<file path="src/rtl/logic_unit_seq_pkg.sv">
// Shared op codes, mode codes and FSM state encoding for the registered logic unit.
package logic_unit_pkg;
   localparam logic [2:0] OP_AND  = 3'd0;
   localparam logic [2:0] OP_OR   = 3'd1;
   localparam logic [2:0] OP_XOR  = 3'd2;
   localparam logic [2:0] OP_NOTA = 3'd3;
   localparam logic [2:0] OP_NAND = 3'd4;
   localparam logic [2:0] OP_NOR  = 3'd5;
   localparam logic [2:0] OP_XNOR = 3'd6;
   localparam logic [2:0] OP_PASS = 3'd7;

   localparam logic [1:0] MODE_SINGLE = 2'd0;
   localparam logic [1:0] MODE_ACC    = 2'd1;
   localparam logic [1:0] MODE_SWEEP  = 2'd2;

   typedef enum logic [1:0] {IDLE, HOLD, SWEEP} state_t;
endpackage

</file>
<file path="src/rtl/logic_unit_seq_if.sv">
// Operand/result handshake bundle between the stimulus front end and the logic unit.
interface logic_unit_seq_if #(parameter int WIDTH = 8);
   logic             in_valid;
   logic             in_ready;
   logic [WIDTH-1:0] a;
   logic [WIDTH-1:0] b;
   logic [2:0]       op;
   logic [1:0]       mode;
   logic             acc_clr;
   logic             out_valid;
   logic             out_ready;
   logic [WIDTH-1:0] result;
   logic [2:0]       op_out;
   logic             busy;

   modport master (
      output in_valid, a, b, op, mode, acc_clr, out_ready,
      input  in_ready, out_valid, result, op_out, busy
   );

   modport slave (
      input  in_valid, a, b, op, mode, acc_clr, out_ready,
      output in_ready, out_valid, result, op_out, busy
   );
endinterface

</file>
<file path="src/rtl/logic_unit_seq_op.sv">
// Purely combinational bitwise operator f(op, a, b); no carries, no width growth.
module logic_op_comb
   import logic_unit_pkg::*;
#(
   parameter int WIDTH = 8
) (
   input  logic [2:0]       op,
   input  logic [WIDTH-1:0] a,
   input  logic [WIDTH-1:0] b,
   output logic [WIDTH-1:0] y
);

   always_comb begin
      y = a;
      case (op)
         OP_AND:  y = a & b;
         OP_OR:   y = a | b;
         OP_XOR:  y = a ^ b;
         OP_NOTA: y = ~a;
         OP_NAND: y = ~(a & b);
         OP_NOR:  y = ~(a | b);
         OP_XNOR: y = ~(a ^ b);
         default: y = a;
      endcase
   end

endmodule

</file>
<file path="src/rtl/logic_unit_seq.sv">
// Registered logic unit with single, accumulate and sweep modes behind a valid/ready handshake.
//   state | meaning
//   IDLE  | no result held, ready for a beat
//   HOLD  | result valid, last beat of the transaction
//   SWEEP | result valid, further sweep beats follow
module logic_unit_seq
   import logic_unit_pkg::*;
#(
   parameter int WIDTH = 8
) (
   input logic             clk,
   input logic             rst_n,
   logic_unit_seq_if.slave bus
);

   state_t           state;
   logic [2:0]       cnt;
   logic [2:0]       cnt_nxt;
   logic [WIDTH-1:0] a_lat;
   logic [WIDTH-1:0] b_lat;
   logic [WIDTH-1:0] acc;
   logic [WIDTH-1:0] result_q;
   logic [2:0]       op_q;
   logic             accept;
   logic [2:0]       op_sel;
   logic [WIDTH-1:0] opa_sel;
   logic [WIDTH-1:0] opb_sel;
   logic [WIDTH-1:0] f_y;

   assign bus.in_ready  = (state == IDLE) || ((state == HOLD) && bus.out_ready);
   assign accept        = bus.in_valid && bus.in_ready;
   assign cnt_nxt       = cnt + 3'd1;
   assign bus.out_valid = (state != IDLE);
   assign bus.busy      = (state == SWEEP);
   assign bus.result    = result_q;
   assign bus.op_out    = op_q;

   // Sweep can never coincide with an accept (in_ready is low), so one operator serves both.
   always_comb begin
      op_sel  = bus.op;
      opa_sel = bus.a;
      opb_sel = bus.b;
      if (state == SWEEP) begin
         op_sel  = cnt_nxt;
         opa_sel = a_lat;
         opb_sel = b_lat;
      end else if (bus.mode == MODE_SWEEP) begin
         op_sel = OP_AND;
      end else if (bus.mode == MODE_ACC) begin
         opa_sel = bus.acc_clr ? '0 : acc;
      end
   end

   logic_op_comb #(.WIDTH(WIDTH)) u_op (
      .op (op_sel),
      .a  (opa_sel),
      .b  (opb_sel),
      .y  (f_y)
   );

   always_ff @(posedge clk or negedge rst_n) begin
      if (!rst_n) begin
         state    <= IDLE;
         cnt      <= '0;
         a_lat    <= '0;
         b_lat    <= '0;
         acc      <= '0;
         result_q <= '0;
         op_q     <= '0;
      end else begin
         if (accept) begin
            result_q <= f_y;
            op_q     <= op_sel;
            if (bus.mode == MODE_SWEEP) begin
               state <= SWEEP;
               cnt   <= '0;
               a_lat <= bus.a;
               b_lat <= bus.b;
            end else begin
               state <= HOLD;
            end
         end else if ((state == SWEEP) && bus.out_ready) begin
            result_q <= f_y;
            op_q     <= op_sel;
            cnt      <= cnt_nxt;
            if (cnt_nxt == 3'd7) state <= HOLD;
         end else if ((state == HOLD) && bus.out_ready) begin
            state <= IDLE;
         end

         if (accept && (bus.mode == MODE_ACC)) acc <= f_y;
         else if (bus.acc_clr)                 acc <= '0;
      end
   end

endmodule

</file>
<file path="src/flat_wrapper.sv">
// flat-port wrapper written by rule: the top's interface ports become plain ports
module logic_unit_seq_flat import logic_unit_pkg::*;
#(
   parameter int WIDTH = 8
)
  (clk, rst_n, bus_in_valid, bus_a, bus_b, bus_op, bus_mode, bus_acc_clr, bus_out_ready, bus_in_ready, bus_out_valid, bus_result, bus_op_out, bus_busy);
  logic_unit_seq_if #(.WIDTH(WIDTH)) bus_i ();
  input logic clk;
  input logic rst_n;
  input wire logic [$bits(bus_i.in_valid)-1:0] bus_in_valid;
  input wire logic [$bits(bus_i.a)-1:0] bus_a;
  input wire logic [$bits(bus_i.b)-1:0] bus_b;
  input wire logic [$bits(bus_i.op)-1:0] bus_op;
  input wire logic [$bits(bus_i.mode)-1:0] bus_mode;
  input wire logic [$bits(bus_i.acc_clr)-1:0] bus_acc_clr;
  input wire logic [$bits(bus_i.out_ready)-1:0] bus_out_ready;
  output wire logic [$bits(bus_i.in_ready)-1:0] bus_in_ready;
  output wire logic [$bits(bus_i.out_valid)-1:0] bus_out_valid;
  output wire logic [$bits(bus_i.result)-1:0] bus_result;
  output wire logic [$bits(bus_i.op_out)-1:0] bus_op_out;
  output wire logic [$bits(bus_i.busy)-1:0] bus_busy;
  assign bus_i.in_valid = bus_in_valid;
  assign bus_i.a = bus_a;
  assign bus_i.b = bus_b;
  assign bus_i.op = bus_op;
  assign bus_i.mode = bus_mode;
  assign bus_i.acc_clr = bus_acc_clr;
  assign bus_i.out_ready = bus_out_ready;
  assign bus_in_ready = bus_i.in_ready;
  assign bus_out_valid = bus_i.out_valid;
  assign bus_result = bus_i.result;
  assign bus_op_out = bus_i.op_out;
  assign bus_busy = bus_i.busy;
  logic_unit_seq #(.WIDTH(WIDTH)) u_core (.clk(clk), .rst_n(rst_n), .bus(bus_i));
endmodule
</file>
<file path="config.mk">
export PLATFORM = sky130hd
export DESIGN_NAME = logic_unit_seq_flat
export DESIGN_NICKNAME = d
export VERILOG_FILES = /design/src/rtl/logic_unit_seq_pkg.sv /design/src/rtl/logic_unit_seq_if.sv /design/src/rtl/logic_unit_seq_op.sv /design/src/rtl/logic_unit_seq.sv /design/src/flat_wrapper.sv
export SDC_FILE = /design/constraint.sdc
export NUM_CORES = 1
export LEC_CHECK = 0
export BUFFER_PORTS_ARGS = -buffer_cell sky130_fd_sc_hd__buf_4
export CAP_MARGIN = 0
export CORE_MARGIN = 2
export CORE_UTILIZATION = 55
export CTS_CLUSTER_DIAMETER = 100
export DETAILED_ROUTE_END_ITERATION = 6
export PLACE_DENSITY = 0.75
export SLEW_MARGIN = 20
export SYNTH_ARGS = -nofsm -noshare
export SYNTH_HDL_FRONTEND = slang
export SYNTH_SLANG_ARGS = --single-unit
</file>
<file path="constraint.sdc">
create_clock -name clk -period 2.7 [get_ports clk]
set_input_delay 0.54 -clock clk [delete_from_list [all_inputs] [get_ports clk]]
set_output_delay 0.54 -clock clk [all_outputs]
set_load 0.01 [all_outputs]
</file>
==> metrics, run 1 <==
Mapped Nets=290; Peak VDD IR=0.6270 mV; Initial DRT Pass Iterations=4; register area=0.001001 sq mm; max-slew violations=0; CP top delay family=flip-flops; multi-input combinational cell area=0.001455 sq mm; Crit. Startpoint=u_core.cnt[0]; total global routing overflow=0; compound-gate portion of the synthesized area=0.2557; Setup crit start kind=flop; Seq cells post-synth=40; Layout area overhead=17.35%; met1 wire length=2766 um; Placer Congestion=0.9106; Commonest cells post-synth=dfrtp_1 (40), a21oi_1 (26), nand2_1 (25), nor2_1 (20), mux2_2 (16); # hold bufs at CTS=0; Final WS setup=0.2895 ns; initial antenna violation count=0; total CTS buffers=5; Place WS=0.2483 ns; Power Density=1211 mW/mm^2; HP Class=in2async; post-synth cell types=48; vias in the first global route=2126; Post-synth top flop=dfrtp_1; number of synthesized flops with an enable pin=0; Largest stage delay, worst path=0.49 ns; Filler Cells Inserted=368; cells on worst reg2reg path=9; mux contribution to synthesized area=0.1298; worst skew pair latency=0.29 ns; Die Span X=72.03 um; Clock Tree Root=clkbuf_8; Core Util, Final=0.6766; slew margin rel.=0.5759; Final Hold Viols=0; main combinational cell family by area after synthesis=compound AO/OA/AOI/OAI gates; Setup Skew=0.005355 ns; routed vias/inst=6.291; IO Pins=40; Final Non-Filler Cells=358; post-synth top area share=0.3933; final antenna-violating net count=0; clock tree buffer depth=2; required time worst endpoint=2.90 ns; max layer used=met4; worst reg2reg startpoint=u_core.cnt[0]; Sink Count=40; register area share after synthesis=0.3933; final-report setup violation count=0; Post-DP HPWL=4309 um; endpoint class of the critical path=flop; Least-Margin Pin Slew=0.6346 ns; initial core utilization=0.5765; r2r setup slk=0.29 ns; status=completed; first-pass GRT wire length=10410 um; crit path DAT=2.61 ns; Post-Synth Simple-Gate Area=0.1691; Crit. path cell count=9; drt first-iter violations=146; Final nets=334; setup TNS=0 ns; CP max FO=7; routed len/inst=17.51 um; met2 wire length=2979 um; Adder-Cell Fraction of Synth Area=0.01377; worst path cell trace=clkinv_1 > ha_1 > nor3b_4 > buf_4 > buf_4 > a221oi_1 > mux2i_1 > a21oi_1 > o31ai_1; Vias=2252; diode count=0; Cells after Synth=262; Async SR Flop Fraction=1.000; Placed Cells=350; RSZ-0062 raised after global routing=no; fin crit share=0.8928; CORE AREA=0.004414 sq mm; routed wl met3=460 um; TritonCTS clock tree=done; count leader, synth=dfrtp_1; largest net degree at the start of global routing=41; synthesized area per cell=9.714 sq um; Post-CTS Setup Inserts=0; Synth Area in XOR/XNOR=0.003441; H-tree levels=2; CTS clk-pin slew, worst paths=0.08 ns; FMAX=0.4148 GHz; WP buf/inv=3; Post-route DRC=0; top post-synthesis cells by area=dfrtp_1 (39%), mux2_2 (7.1%), mux2i_1 (5.9%); Slowest cell on crit path=dfrtp_1; GRT Total Usage=0.2594; CP dominant cell by count=buf_4; FP Rows=24; RR Endpoint=u_core.bus.result[3]; final hold slack=0.2217 ns; Lkg Pwr=1.377 nW; share of cells above drive strength 1=0.2876; Die Y=72.03 um; max_cap viols=0; most area-hungry cell type in the Yosys netlist=dfrtp_1; port buffer count=39; final worst path period need=2.411 ns; Total Wirelength=6267 um; die area=0.005188 sq mm; Warnings, synthesis=0; CTS-repair resized insts=0; kind of critical path=reg2reg; mapped cell area=0.002545 sq mm
## stage by stage
stage / cell area (sq um) / total power, mW
floorplan: 2545 / 2.629
global route: 2987 / 3.912
detailed placement: 2898 / 3.214
finish: 2987 / 3.616
global placement: 2898 / 3.161
CTS: 2979 / 3.609
## routing by layer
| metal | up-vias | track usage |
|---|---|---|
| li1 | 1080 | - |
| met1 | 1094 | 0.3536 |
| met2 | 73 | 0.4218 |
| met3 | 5 | 0.04861 |
| met4 | 0 | 0.07966 |
| met5 | - | 0 |
## state kept, by name, summed over array words and instances, names as in the netlist
register           count
u_core.a_lat           8
u_core.acc             8
u_core.b_lat           8
u_core.bus.result      8
u_core.bus.op_out      3
u_core.cnt             3
u_core.state           2
## placed cells by master, fill, tap and decap left out, types with 3 or more instances in the layout
master	count
o21ai_0	14
nand2b_1	4
nor2_1	20
nand3_1	6
nor2b_1	9
mux2_2	16
o221a_2	6
a21oi_1	26
dfrtp_1	40
buf_4	48
o31ai_1	15
clkbuf_8	5
nand2_1	25
a211o_1	7
inv_1	3
a221oi_1	6
and3_1	8
mux2i_1	15
## cell families after synthesis
logic type / Yosys count
fa+ha+maj: 3
xor+xnor: 1
buf+inv: 16
mux: 31
compound gates: 88
flops: 40
simple gates: 83
## worst reg2reg max path, stage by stage (launching register included)
cell,delay [ns]
dfrtp_1,0.49
clkinv_1,0.15
ha_1,0.38
nor3b_4,0.36
buf_4,0.19
buf_4,0.12
a221oi_1,0.08
mux2i_1,0.18
a21oi_1,0.11
o31ai_1,0.26
## power by group
group	total (mW)	internal [mW]	switching [mW]
registers	1.07	0.853	0.216
clock network	0.384	0.175	0.209
logic	2.16	1.00	1.16
total	3.62	2.03	1.59
## worst max path at each step
stage | to | slack [ns]
floorplan | u_core.bus.result[0] | 0.36
global placement | u_core.bus.result[6] | 0.34
detailed placement | u_core.bus.result[6] | 0.25
CTS | u_core.bus.result[6] | 0.23
global route | u_core.acc[1] | 0.04
finish | u_core.bus.result[3] | 0.29
## layout make-up
type                       instances  area share
multi-input combinational        206      0.4872
sequential                        40      0.3351
timing repair buffer              48      0.1207
clock buffer                       5     0.02304
tap                               52     0.02178
inverter                           5    0.007960
clock inverter                     2    0.004189
Power figures use the tool's default switching activity.
==> run 2: changes to the inputs <==
--- a/config.mk
+++ b/config.mk
@@ -11,8 +11,9 @@
 export CORE_UTILIZATION = 55
 export CTS_CLUSTER_DIAMETER = 100
 export DETAILED_ROUTE_END_ITERATION = 6
-export PLACE_DENSITY = 0.75
+export PLACE_DENSITY = 0.74
 export SLEW_MARGIN = 20
 export SYNTH_ARGS = -nofsm -noshare
 export SYNTH_HDL_FRONTEND = slang
+export SYNTH_HIERARCHICAL = 1
 export SYNTH_SLANG_ARGS = --single-unit
==> run 2 against run 1 <==
Register-to-register slack worse by 0.09 ns; critical endpoint is now u_core/acc[5]; die area rose by 4.6%; fmax decreased by 3.7%; highest routed layer unchanged; global-route usage decreased by 2.9 points; critical path depth decreased by 1; sequential share of layout area fell by 2.1 points; combinational power decreased by 4%; clock skew down 0.0017 ns; hold slack got worse by 0.019 ns; via count shrank 11%.
==> metrics, run 2 <==
Post-synth top flop=dfrtp_1; most area-hungry cell type in the Yosys netlist=dfrtp_1; worst path cell trace=nand2b_1 > inv_6 > nor2_1 > a22oi_1 > inv_1 > mux4_2 > xor2_1 > mux2_2; port buffer count=39; share of cells above drive strength 1=0.3408; post-synth cell types=29; RSZ-0062 raised after global routing=no; drt first-iter violations=127; count leader, synth=dfrtp_1; final antenna-violating net count=0; top post-synthesis cells by area=dfrtp_1 (37%), mux2_2 (11%), ha_1 (8.4%); Placer Congestion=0.7591; H-tree levels=2; Placed Cells=357; HP Class=in2async; Int Pwr=2.127 mW; most common cell after layout, fill and taps aside=buf_4; IO Pins=40; setup TNS=0 ns; Placement Cell Area=0.003089 sq mm; routed vias/inst=5.485; Final Hold Viols=0; total global routing overflow=0; Switching Share=0.3895; kind of critical path=reg2reg; Least-Margin Pin Slew=0.5091 ns; Power Density=1092 mW/mm^2; Post-DP HPWL=4078 um; initial core utilization=0.5691; largest net degree at the start of global routing=41; CORE AREA=0.004692 sq mm; TritonCTS clock tree=done; logic gate share of total power=0.596; synthesized area per cell=10.31 sq um; Total Wirelength=5537 um; status=completed; Setup Skew=0.003657 ns; clock share of power=0.119; number of synthesized flops with an enable pin=0; final worst path period need=2.504 ns; Sink Count=40; fin crit share=0.9276; Post-route DRC=0; Largest stage delay, worst path=0.56 ns; worst skew pair latency=0.30 ns; first-pass GRT wire length=9432 um; die area=0.005428 sq mm; Sw Pwr=1.357 mW; required time worst endpoint=2.88 ns; slew margin rel.=0.6606; Clock Tree Root=clkbuf_8; vias in the first global route=2032; Vias=2002; share of power burned in registers=0.285; post-synth top area share=0.3749; GRT Total Usage=0.2307; Lkg Pwr=1.607 nW; Async SR Flop Fraction=1.000; Initial DRT Pass Iterations=4; max_cap viols=0; register area share after synthesis=0.3749; CP max FO=31; Peak VDD IR=0.5639 mV; Layout area overhead=19.45%; initial antenna violation count=0; CTS clk-pin slew, worst paths=0.07 ns; FP Rows=25; max-slew violations=0; Filler Cells Inserted=394; mapped cell area=0.002670 sq mm; Slowest cell on crit path=mux4_2; crit path DAT=2.69 ns; Commonest cells post-synth=dfrtp_1 (40), nand2_1 (36), inv_1 (25), mux2_2 (25), ha_1 (18); Die Span X=73.68 um; routed len/inst=15.17 um; Cells after Synth=259; commonest cells after routing, fill and taps aside=buf_4 (56), dfrtp_1 (40), nand2_1 (36), inv_1 (25), mux2_2 (25); Setup crit start kind=flop; FMAX=0.3993 GHz; diode count=0; # hold bufs at CTS=0; Final Non-Filler Cells=365; Warnings, synthesis=6; total CTS buffers=5; power consumption=3.484 mW; endpoint class of the critical path=flop; Mapped Nets=303; Seq cells post-synth=40; Die Y=73.68 um; clock tree buffer depth=2; final-report setup violation count=0; Final nets=354; design area=0.003189 sq mm
-- run 2: worst max-delay path, delay by kind of cell (launching register included) --
kind | cells | cell delay (ns)
AND/OR/NAND/NOR | 2 | 0.40
multiplexers | 2 | 0.84
XOR/XNOR | 1 | 0.18
AO/OA/AOI/OAI | 1 | 0.12
buffers and inverters | 2 | 0.41
flip-flops | 1 | 0.45
-- run 2: power groups by stage --
stage,Clock (mW),Combinational (mW),Sequential [mW]
CTS,0.430,2.07,0.995
global route,0.447,2.30,1.02
detailed placement,0,2.06,1.01
floorplan,0,1.45,1.01
finish,0.416,2.08,0.992
global placement,0,1.99,0.989
-- run 2: kinds of logic after synthesis --
family	count (synthesis)	synth area share
AND/OR/NAND/NOR	69	0.1204
multiplexers	51	0.2446
flip-flops	40	0.3749
buffers and inverters	39	0.07076
AO/OA/AOI/OAI	36	0.08529
adder cells (fa/ha/maj)	18	0.08435
XOR/XNOR	6	0.01968
-- run 2: worst paths after layout --
path / start / end / slack (ns) / cells past startpoint
max reg2reg: u_core/state[1] / u_core/acc[5] / 0.20 / 8
max: u_core/state[1] / u_core/acc[5] / 0.20 / 8
max in group asynchronous: rst_n / u_core/bus.op_out[1] / 2.14 / 1
min: rst_n / u_core/state[1] / 0.20 / 1
min in group clk: bus_b[5] / u_core/b_lat[5] / 0.48 / 2
min reg2reg: u_core/a_lat[0] / u_core/a_lat[0] / 0.51 / 1
-- run 2: stage by stage --
step / util / hold WS [ns] / worst slack [ns]
after floorplan: - / 0.2444 / 0.08046
after global placement: 0.6584 / 0.4860 / -0.5708
after detailed placement: 0.6584 / 0.4933 / -0.6271
after CTS: 0.6781 / 0.2250 / 0.003707
after global routing: 0.6797 / 0.2624 / 0.03057
final: 0.6797 / 0.2026 / 0.1956
-- run 2: area by class of cell --
| type | instances | area, sq um | area share |
|---|---|---|---|
| Tap cell | 54 | 67.56 | 0.02118 |
| Clock buffer | 8 | 90.09 | 0.02825 |
| Timing Repair Buffer | 57 | 440.4 | 0.1381 |
| Sequential cell | 40 | 1001 | 0.3138 |
| Inverter | 26 | 102.6 | 0.03217 |
| Multi-Input combinational cell | 180 | 1488 | 0.4665 |
-- run 2: layer usage --
layer  wire length, um  vias to the layer above  GRT usage
met2              2758                       45     0.3790
met1              2508                      971     0.3096
met5                 0                        -          0
li1                  -                      977          -
met4                63                        0    0.08485
met3               206                        9    0.03292
-- run 2: timing repair --
item / in CTS / in global routing
resized for setup: 1 / 3
setup buffers: 0 / 0
endpoints found under the setup margin: 16 / 12
==> run 3: changes to the inputs <==
--- a/config.mk
+++ b/config.mk
@@ -7,11 +7,13 @@
 export LEC_CHECK = 0
 export BUFFER_PORTS_ARGS = -buffer_cell sky130_fd_sc_hd__buf_4
 export CAP_MARGIN = 0
+export CELL_PAD_IN_SITES_DETAIL_PLACEMENT = 0
+export CELL_PAD_IN_SITES_GLOBAL_PLACEMENT = 1
 export CORE_MARGIN = 2
-export CORE_UTILIZATION = 55
+export CORE_UTILIZATION = 45
 export CTS_CLUSTER_DIAMETER = 100
 export DETAILED_ROUTE_END_ITERATION = 6
-export PLACE_DENSITY = 0.74
+export PLACE_DENSITY = 0.78
 export SLEW_MARGIN = 20
 export SYNTH_ARGS = -nofsm -noshare
 export SYNTH_HDL_FRONTEND = slang
==> run 3 against run 2 <==
Total power barely moved; fmax barely moved; via count fell by 2.2%; clock skew rose by 0.0051 ns; worst setup slack improved by 0.0018 ns; core utilization fell by 13 points; sequential share of layout area fell by 0.26 points; clock-buffer cell count fell by 2; wire length fell by 1.1%; critical path depth rose by 2; hold slack improved by 0.019 ns; highest routed layer unchanged.
==> metrics, run 3 (synthesis results as in run 2) <==
Vias=1958; Filler Cells Inserted=553; final worst path period need=2.503 ns; Total Wirelength=5476 um; fin crit share=0.9269; clock share of power=0.119; routed len/inst=14.19 um; Die Y=81.03 um; Sink Count=40; Final nets=354; clock tree buffer depth=2; CP max FO=27; Placer Congestion=0.8110; FMAX=0.3996 GHz; share of cells above drive strength 1=0.3505; Sw Pwr=1.337 mW; CORE AREA=0.005816 sq mm; vias in the first global route=1877; Setup crit start kind=flop; first-pass GRT wire length=9101 um; max_cap viols=0; final antenna-violating net count=0; CTS clk-pin slew, worst paths=0.08 ns; Power Density=1083 mW/mm^2; largest net degree at the start of global routing=41; most common cell after layout, fill and taps aside=buf_4; slew margin rel.=0.6626; Post-route DRC=0; Clock Tree Root=clkbuf_8; Placed Cells=378; Switching Share=0.3841; Peak VDD IR=0.5757 mV; Final Non-Filler Cells=386; routed vias/inst=5.073; total CTS buffers=5; Layout area overhead=20.43%; kind of critical path=reg2reg; Initial DRT Pass Iterations=4; die area=0.006566 sq mm; logic gate share of total power=0.599; Die Span X=81.03 um; Least-Margin Pin Slew=0.5061 ns; max-slew violations=0; Final Hold Viols=0; FP Rows=28; HP Class=in2async; crit path DAT=2.68 ns; H-tree levels=2; drt first-iter violations=67; Setup Skew=0.008773 ns; status=completed; final-report setup violation count=0; TritonCTS clock tree=done; Int Pwr=2.144 mW; IO Pins=40; # hold bufs at CTS=0; Post-DP HPWL=4084 um; RSZ-0062 raised after global routing=no; worst skew pair latency=0.29 ns; initial antenna violation count=0; diode count=0; Lkg Pwr=1.611 nW; commonest cells after routing, fill and taps aside=buf_4 (56), dfrtp_1 (40), nand2_1 (36), mux2_2 (25), inv_1 (24); share of power burned in registers=0.282; port buffer count=39; final hold slack=0.2214 ns; r2r setup slk=0.20 ns; endpoint class of the critical path=flop; required time worst endpoint=2.88 ns; total global routing overflow=0; initial core utilization=0.4591; GRT Total Usage=0.1856
run 3: cell types whose count changed in the layout (fill, tap and decap cells not counted):
cell	delta
clkinv_2	+2
o21ai_1	-1
inv_1	-1
clkbuf_1	-2
inv_6	-1
o21ai_0	+1
inv_2	+1
inv_4	+1
run 3: critical path: stages, from the launching register on:
cell and delay, ns:
dfrtp_1 0.45, nand2b_1 0.14, inv_4 0.23, buf_4 0.20, nand2_1 0.06, nand2_1 0.10, inv_1 0.06, ha_1 0.26
mux4_2 0.47, xor2_1 0.17, mux2_2 0.26
run 3: path summary, 6_finish.rpt:
| path | startpoint | end | cells past startpoint |
|---|---|---|---|
| max | u_core/state[1] | u_core/acc[2] | 10 |
| max in group asynchronous | rst_n | u_core/a_lat[1] | 1 |
| min in group clk | bus_b[6] | u_core/b_lat[6] | 2 |
| max reg2reg | u_core/state[1] | u_core/acc[2] | 10 |
| min reg2reg | u_core/b_lat[5] | u_core/b_lat[5] | 1 |
| min | rst_n | u_core/b_lat[2] | 1 |
run 3: layer usage:
metal  vias to the layer above  global-route usage  share of wire
met4                         0             0.05593          0.014
met1                       943              0.2525           0.49
met5                         -                   0              0
met2                        31              0.3017           0.47
li1                        979                   -              -
met3                         5             0.03444          0.033
run 3: area by class of cell:
cell class                      instances  area [sq um]  share of cell area
Sequential cell                        40          1001              0.3113
Multi-Input combinational cell        180          1488              0.4626
Inverter                               26         100.1             0.03113
Timing Repair Buffer                   57         440.4              0.1370
Clock buffer                            6         82.58             0.02568
Tap cell                               75         93.84             0.02918
Clock inverter                          2         10.01            0.003113
run 3: stage by stage:
step	TNS [ns]	util	area [sq um]	setup WS (ns)	total power [mW]
3_3_place_gp	-8.103	0.5357	3115	-0.5937	3.021
2_1_floorplan	0	-	2670	0.08046	2.460
6_report	0	0.5529	3216	0.1974	3.481
3_5_place_dp	-8.901	0.5357	3115	-0.6389	3.092
5_1_grt	0	0.5529	3216	0.02410	3.800
4_1_cts	0	0.5529	3216	0.1220	3.514
run 3: power groups by stage:
stage               combinational, mW  clock, mW  sequential, mW
floorplan                        1.45          0            1.01
global placement                 2.04          0           0.986
detailed placement               2.10          0           0.995
CTS                              2.10      0.427           0.983
global route                     2.33      0.459            1.01
finish                           2.08      0.414           0.982
run 3: timing repair:
action,in CTS,in global routing
setup buffers,0,0
pin swaps,0,0
endpoints found under the setup margin,16,8
resized for setup,2,1
